==> src/rtl/dl_sequencer.sv <==
// dl_sequencer: on a RUN command, launches 2^k delay-line shots, accumulates the
// popcount of each captured tap snapshot, then returns the 14-bit sum as two bytes.
module dl_sequencer #(
    parameter int CAPTURE_LAT = 3,
    parameter int MAX_LOG2    = 8
) (
    input  logic        i_clk,
    input  logic        i_rst,
    input  logic        i_valid,
    input  logic [7:0]  i_data,
    output logic        o_valid,
    input  logic        i_accept,
    output logic [7:0]  o_data,
    output logic        o_start,
    input  logic [31:0] i_dl,
    output logic        o_busy
);

    localparam int         CNT_W     = MAX_LOG2 + 1;
    localparam logic [3:0] OP_RUN    = 4'h3;
    localparam logic [3:0] OP_ABORT  = 4'h4;
    localparam logic [3:0] K_MAX     = 4'(MAX_LOG2);
    // Last WAIT count value; only meaningful when CAPTURE_LAT >= 2.
    localparam logic [3:0] WAIT_LAST = 4'(CAPTURE_LAT - 2);

    typedef enum logic [2:0] {
        S_IDLE,
        S_FIRE,
        S_WAIT,
        S_CAPT,
        S_TX_HI,
        S_TX_LO
    } state_t;

    state_t             state_q;
    logic [3:0]         k_q;
    logic [13:0]        acc_q;
    logic [CNT_W-1:0]   cnt_q;
    logic [3:0]         wait_q;
    logic               o_valid_q;
    logic               o_start_q;
    logic               o_busy_q;
    logic [7:0]         o_data_q;

    logic [5:0]         pop_d;
    logic [13:0]        acc_d;
    logic [CNT_W-1:0]   cnt_d;
    logic [CNT_W-1:0]   target_d;
    logic [3:0]         k_d;
    logic               run_cmd;
    logic               abort_cmd;

    assign run_cmd   = i_valid && (i_data[3:0] == OP_RUN);
    assign abort_cmd = i_valid && (i_data[3:0] == OP_ABORT);
    assign k_d       = (i_data[7:4] > K_MAX) ? K_MAX : i_data[7:4];
    assign acc_d     = acc_q + {8'd0, pop_d};
    assign cnt_d     = cnt_q + CNT_W'(1);
    assign target_d  = {{(CNT_W-1){1'b0}}, 1'b1} << k_q;

    // Number of set taps in the current delay-line snapshot (0..32).
    always_comb begin
        pop_d = '0;
        for (int i = 0; i < 32; i++) begin
            pop_d = pop_d + {5'd0, i_dl[i]};
        end
    end

    // Sequencer FSM; all outputs are registered and set alongside the state they belong to.
    always_ff @(posedge i_clk or posedge i_rst) begin
        if (i_rst) begin
            state_q   <= S_IDLE;
            k_q       <= '0;
            acc_q     <= '0;
            cnt_q     <= '0;
            wait_q    <= '0;
            o_valid_q <= 1'b0;
            o_start_q <= 1'b0;
            o_busy_q  <= 1'b0;
            o_data_q  <= 8'h00;
        end else if (abort_cmd) begin
            // ABORT overrides everything, including a byte accept in the same cycle.
            state_q   <= S_IDLE;
            o_valid_q <= 1'b0;
            o_start_q <= 1'b0;
            o_busy_q  <= 1'b0;
            o_data_q  <= 8'h00;
        end else begin
            o_start_q <= 1'b0;
            case (state_q)
                S_IDLE: begin
                    if (run_cmd) begin
                        k_q       <= k_d;
                        acc_q     <= '0;
                        cnt_q     <= '0;
                        state_q   <= S_FIRE;
                        o_start_q <= 1'b1;
                        o_busy_q  <= 1'b1;
                    end
                end
                S_FIRE: begin
                    if (CAPTURE_LAT == 1) begin
                        state_q <= S_CAPT;
                    end else begin
                        wait_q  <= '0;
                        state_q <= S_WAIT;
                    end
                end
                S_WAIT: begin
                    if (wait_q == WAIT_LAST) begin
                        state_q <= S_CAPT;
                    end else begin
                        wait_q <= wait_q + 4'd1;
                    end
                end
                S_CAPT: begin
                    acc_q <= acc_d;
                    cnt_q <= cnt_d;
                    if (cnt_d < target_d) begin
                        state_q   <= S_FIRE;
                        o_start_q <= 1'b1;
                    end else begin
                        state_q   <= S_TX_HI;
                        o_valid_q <= 1'b1;
                        o_data_q  <= {2'b00, acc_d[13:8]};
                    end
                end
                S_TX_HI: begin
                    if (i_accept) begin
                        state_q  <= S_TX_LO;
                        o_data_q <= acc_q[7:0];
                    end
                end
                S_TX_LO: begin
                    if (i_accept) begin
                        state_q   <= S_IDLE;
                        o_valid_q <= 1'b0;
                        o_busy_q  <= 1'b0;
                        o_data_q  <= 8'h00;
                    end
                end
                default: begin
                    state_q   <= S_IDLE;
                    o_valid_q <= 1'b0;
                    o_busy_q  <= 1'b0;
                    o_data_q  <= 8'h00;
                end
            endcase
        end
    end

    assign o_valid = o_valid_q;
    assign o_start = o_start_q;
    assign o_busy  = o_busy_q;
    assign o_data  = o_data_q;

endmodule

==> config.mk <==
export PLATFORM = sky130hd
export DESIGN_NAME = dl_sequencer
export DESIGN_NICKNAME = d
export VERILOG_FILES = /design/src/rtl/dl_sequencer.sv
export SDC_FILE = /design/constraint.sdc
export NUM_CORES = 1
export LEC_CHECK = 0
export CAP_MARGIN = 15
export CORE_AREA = 3 3 89 91
export CTS_CLUSTER_DIAMETER = 50
export DETAILED_ROUTE_END_ITERATION = 8
export DIE_AREA = 0 0 92 94
export GPL_TIMING_DRIVEN = 0
export PLACE_DENSITY = 0.76
export SLEW_MARGIN = 20
export SYNTH_ARGS = -nofsm -noshare
export SYNTH_HDL_FRONTEND = slang
export SYNTH_SLANG_ARGS = --single-unit
==> constraint.sdc <==
create_clock -name i_clk -period 4.9 [get_ports i_clk]
set_clock_uncertainty 0.2 [all_clocks]
set_input_delay 0.98 -clock i_clk [delete_from_list [all_inputs] [get_ports i_clk]]
set_output_delay 0.98 -clock i_clk [all_outputs]
set_load 0.01 [all_outputs]
==> metrics <==
status finished with violations; failing checks negative setup slack; Mapped Area 3571 µm²; IO buf count 54; initial antenna violation count 0; gpl congestion 0.8507; syn nets 484; Hold Fails Final Rpt 0; post-route ant nets 0; DRT iter0 DRCs 177; Achievable Freq 169.3 MHz; CTS root buf clkbuf_8; share of cells above drive strength 1 17.65%; row cnt 31; RR Startpoint acc_q[0]$_DFFE_PP0P_; vias in the first global route 3,002; ys flop type dfrtp_1; switch share 46.29%; final net count 554; Hold Path Depth 1; Comb pwr share 75.0%; Register-to-Register Setup Slack -0.12 ns; post-layout min period 5.907 ns; IO Pins 55; # H-tree levels 2; critical path type input pin to flip-flop; Hold Crit Class flip-flop to flip-flop; wire per inst 14.35 µm; CP Data Arrival Time 5.89 ns; die area 8648 µm²; ANT cells 0; Place WS -1.640 ns; Placeable Area 7214 µm²; RSZ-0062 raised after global routing yes; Worst Hold Path EP o_busy$_DFFE_PP0P_; DP HPWL 6395 µm; Vias 2,994; CTS Sinks 45; Remaining DRCs 0; final period utilization 120.5%; Chip Height 94 µm; hold buffer count at cts 0; wirelength, routed 8005 µm; synth top area cells dfrtp_1, fa_1, ha_1, inv_1, nand2_1; Clk Latency, worst-skew pair 0.31 ns; largest net degree at the start of global routing 25; DIE WIDTH 92 µm; Post-synth EDFFs 0; final worst slack -1.007 ns; Post-Route M1 WL 3418 µm; reg-to-reg endpoint o_data[0]$_DFFE_PP0P_; TNS Setup -13.84 ns; vias per cell 5.366; switching pwr 0.001585 W; most common cell after layout, fill and taps aside nand2_1; Synth top area share 31.53%; cell taking the most area after synthesis dfrtp_1; Total GRT Usage 19.47%; worst-margin pin slew 0.6179 ns; top layer in use met4; number of synthesis warnings 0; CTS max path bufs 2; most frequent cells in the layout nand2_1, dfrtp_1, inv_1; Cells after Synth 388; DR WL met3 245 µm; Max rail drop VDD 0.9375 mV; Seq pwr share 16.5%; final setup fails 19; crit path max fanout 3; CTS Buf Count 5; Clock Pin Slew Worst Setup and Hold Paths 0.08 ns; TritonCTS clock tree built; DRT Pass-1 Iters 6; hold_sp o_busy$_DFFE_PP0P_; Worst Setup Start Kind input pin; Area growth, synth to finish 27.15%; Max Cap Violations 0; Clock Power Share 8.4%; met2 routed WL 4154 µm; sequential area share after synthesis 31.53%; final max-slew violation count 0; post-synthesis register bit count 45; GRT overflow 0; Crit. End Element flip-flop; Pleak 2.170 nW; Mean Syn Cell Area 9.203 µm²; asr flop ratio synth 100.0%; internal power 0.001839 W; global-route wire length before repair 13,560 µm; Worst Reg2Reg Path Length in Cells 15; Fillers 592; Initial Util 49.50%; Power Density 754.0 nW/µm²; Critical Path RT 4.89 ns; Netlist cell types 56; Worst slew margin 58.65%
==> flip-flops by register name, summed over array words and instances, names as in the netlist <==
| name | count |
|---|---|
| acc_q | 14 |
| cnt_q | 9 |
| o_data | 8 |
| k_q | 4 |
| wait_q | 4 |
| state_q | 3 |
| o_busy | 1 |
| o_start | 1 |
| o_valid | 1 |
==> kinds of logic after synthesis <==
| kind of cell | count (synthesis) | synth area share [%] |
|---|---|---|
| DFF | 45 | 31.53 |
| and+or+nand+nor | 118 | 16.50 |
| AOI/OAI and AO/OA | 90 | 16.33 |
| adders and majority gates | 52 | 23.69 |
| muxes | 3 | 0.8760 |
| xor gates and xnor gates | 16 | 3.924 |
| buffers and inverters | 64 | 7.148 |
==> worst max-delay path by stage <==
stage	from	end	slack [ns]	depth (start not counted)
3_3_place_gp	i_dl[23]	o_data[0]$_DFFE_PP0P_	-1.62	17
5_1_grt	i_dl[1]	o_data[0]$_DFFE_PP0P_	-1.16	17
6_report	i_dl[1]	o_data[0]$_DFFE_PP0P_	-1.01	17
4_1_cts	i_dl[11]	o_data[0]$_DFFE_PP0P_	-1.09	17
2_1_floorplan	i_dl[17]	o_data[0]$_DFFE_PP0P_	-0.84	16
3_5_place_dp	i_dl[5]	o_data[0]$_DFFE_PP0P_	-1.64	17
==> what timing repair did <==
| action | CTS | global route |
|---|---|---|
| setup endpoints to repair | 20 | 20 |
| pin swaps | 33 | 31 |
| buffers inserted | 4 | 4 |
| gates resized for setup | 61 | 21 |
| cloned | 0 | 0 |
==> metrics by stage <==
stage	power [W]	cell area, µm²	cells	utilization (%)	hold slack (ns)
6_report	0.003424	4541	558	62.94	0.2836
5_1_grt	0.003786	4541	558	62.94	0.3234
4_1_cts	0.003227	4442	554	61.57	0.2887
3_5_place_dp	0.002861	4304	542	59.66	0.2692
3_3_place_gp	0.002784	4284	541	59.38	0.2654
2_1_floorplan	0.002256	3620	388	-	0.2766
==> synth_stat cells, types with 3 or more instances <==
library cell and instances:
xnor2_1 6, dfrtp_1 45, nand3_1 12, xor2_1 10, nand2_1 46, and3_1 3, nor2_1 23, fa_1 26
a31oi_1 3, nand4_1 4, a22oi_1 3, buf_2 6, a21oi_1 17, nand2b_1 4, inv_1 53, clkbuf_1 4
nor3_1 3, nand3b_1 4, o31ai_1 5, ha_1 26, o21ai_1 4, a22o_1 6, a21o_1 6, o21ai_0 25
==> critical path, cell delays in order <==
cell and delay, ns:
buf_6 0.09, fa_1 0.55, inv_2 0.05, fa_2 0.54, fa_1 0.46, fa_1 0.58
fa_1 0.44, fa_1 0.52, fa_2 0.21, inv_2 0.04, fa_2 0.38, a211oi_4 0.25
o211a_4 0.26, nor3b_4 0.06, xor2_1 0.20, a22oi_1 0.20, a21oi_1 0.09
==> final cells by class <==
class,instances,area (µm²),area share [%]
flip-flops and latches,45,1126,24.80
well taps,99,123.9,2.728
multi-input cells,279,2342,51.58
inverters,53,198.9,4.381
clock buffers,5,68.82,1.516
clock inverters,3,46.29,1.020
plain buffers,11,56.30,1.240
repair buffers,63,578.1,12.73
==> metal layers <==
| layer | track usage [%] | vias up |
|---|---|---|
| li1 | - | 1453 |
| met1 | 25.22 | 1461 |
| met2 | 33.52 | 65 |
| met3 | 2.083 | 15 |
| met4 | 7.797 | 0 |
| met5 | 0 | - |
==> power groups by stage <==
| stage | clock [W] | combinational [W] | sequential [W] |
|---|---|---|---|
| 6_report | 0.000289 | 0.00257 | 0.000567 |
| 3_3_place_gp | 0 | 0.00222 | 0.000567 |
| 3_5_place_dp | 0 | 0.00229 | 0.000572 |
| 4_1_cts | 0.000292 | 0.00237 | 0.000564 |
| 5_1_grt | 0.000306 | 0.00290 | 0.000583 |
| 2_1_floorplan | 0 | 0.00169 | 0.000565 |
No activity file was read; power rests on OpenSTA's default activity.
==> patch (same settings) <==
The parameter `MAX_LOG2` goes from 8 to 9.
--- a/src/rtl/dl_sequencer.sv
+++ b/src/rtl/dl_sequencer.sv
@@ -2,7 +2,7 @@
 // popcount of each captured tap snapshot, then returns the 14-bit sum as two bytes.
 module dl_sequencer #(
     parameter int CAPTURE_LAT = 3,
-    parameter int MAX_LOG2    = 8
+    parameter int MAX_LOG2    = 9
 ) (
     input  logic        i_clk,
     input  logic        i_rst,
Check against the original RTL: same outputs for any inputs over 10 cycles, from zero or initial values and one cycle with i_rst high; that may be too few to reach the edited logic, so the function may still have changed.
==> patch against the unedited design <==
  * The run still ends with negative setup slack left
  * Worst setup slack worse by 82 ps
  * Power up 2.6%
  * Hold slack worse by 1.3 ps
  * Wire length up 0.21%
  * Cell area up 2.2%
  * Sequential cell count up 1
  * Area after synthesis up 3.2%
  * Combinational power up 6%
  * Critical endpoint is now o_data[4]
  * Highest routed layer unchanged
==> patch: results (changes against the unedited design) <==
Synth top cells by count 54 x nand2_1, 48 x inv_1, 46 x dfrtp_1; Leakage 2.21 nW (+2.0%); crit-path max FO 3 (unchanged); initial antenna violation count 0 (unchanged); ys async rst share 100% (unchanged); status finished with violations; Vias/cell 5.42 (+1.0%); Most flops, register acc_q; share of cells above drive strength 1 14.6% (-3.0 points); die width 92 µm (unchanged); 1st-iter DRT viols 111 (-37%); clk_lat worst skew 290 ps (-20 ps); dpl hpwl 6.16 mm (-3.6%); clock buffer depth 2 (unchanged); Synth area leaders dfrtp_1 31%, fa_1 14%, ha_1 9.2%; final setup margin -1090 ps (-82.2 ps); first-pass GRT wire length 13.8 mm (+1.7%); largest net degree at the start of global routing 31 (+24%); post-synthesis sequential area ratio 31.3% (-0.28 points); Max VDD drop 0.000735 V (-22%); CTS buffer count 5 (unchanged); setup violators final 19 (unchanged); failing checks negative setup slack; Slew headroom 28.1% (-31 points); dpl ws -1690 ps (-52.6 ps); IO buf count 54 (unchanged); max reg flops 14 (unchanged); Netlist cell types 60 (+7.1%); Final nets 567 (+2.3%); synthesized net count 495 (+2.3%); DR pass1 iterations 4 (-2); signal arrival time at the worst endpoint 5940 ps (+50 ps); ant diodes 0 (unchanged); global-route usage over all layers 19.4% (-0.11 points); routability cong. 0.874 (+2.7%); Tightest Hold Check Type register to register; CTS root buffer clkbuf_8; wire length per cell 14.1 µm (-1.9%); Post-DP Area 4400 µm² (+2.3%); vias in the first global route 3066 (+2.1%)
patch: logic make-up (layout without fill, tap and decap cells):
family | after synthesis | count (layout) | share of synthesized area (%)
simple gates | 119 | 119 | 15.8
compound gates | 99 | 99 | 17.8
buf+inv | 59 | 132 | 6.35
fa+ha+maj | 53 | 53 | 23.3
flops | 46 | 46 | 31.2
xor+xnor | 17 | 17 | 4.04
mux | 5 | 5 | 1.43
patch: stage by stage:
step	setup TNS (ps)	total power, mW	instances
final	-15060	3.51	570
after CTS	-15040	3.25	562
after floorplan	-11120	2.40	398
after global placement	-24850	2.82	551
after global routing	-17640	3.88	570
after detailed placement	-25800	2.89	552
patch: layer usage:
layer,part of all wire (%),vias up,track usage (%)
met2,50,82,33.7
met4,1.7,0,4.83
met1,44,1483,25.4
met5,0,-,0
li1,-,1513,-
met3,4.5,12,2.96
patch: layout make-up:
cell class / instances / area [µm²]
Fill cell: 620 / 2570
Multi-Input combinational cell: 293 / 2430
Sequential cell: 46 / 1150
Timing Repair Buffer: 65 / 612
Inverter: 48 / 180
Tap cell: 99 / 124
Clock buffer: 7 / 86.3
Buffer: 11 / 53.8
Clock inverter: 1 / 5.00
patch: what timing repair did:
item,4_1_cts,5_1_grt
pin swaps,25,28
resized for setup,54,25
endpoints found under the setup margin,20,20
setup buffers,2,8
patch: power by group:
part | internal (mW) | switching (mW) | leakage, nW | total [mW]
Clock | 0.114 | 0.125 | 0.0482 | 0.239
Sequential | 0.464 | 0.0885 | 0.618 | 0.552
Combinational | 1.30 | 1.42 | 1.55 | 2.72
patch: worst max-delay path: stages:
cell	delay, ps
buf_6	90
fa_1	530
inv_1	50
fa_1	460
fa_1	530
fa_1	580
fa_1	440
fa_1	520
fa_2	220
inv_2	50
fa_2	400
a211oi_2	230
o211ai_1	210
o2111ai_2	150
xor2_1	260
a2bb2oi_2	170
o21ai_1	70
patch: path summary, 6_finish.rpt:
| path | slack (ps) | cells past startpoint | end | startpoint |
|---|---|---|---|---|
| setup / recovery | -1090 | 17 | o_data[4] | i_dl[13] |
| hold / removal | 280 | 2 | o_data[7] | o_data[7] |
| setup reg to reg | -220 | 15 | o_data[4] | acc_q[0] |
| hold reg to reg | 280 | 2 | o_data[7] | o_data[7] |
| max in group asynchronous | 3230 | 3 | acc_q[1] | i_rst |
| min in group asynchronous | 780 | 2 | wait_q[0] | i_rst |
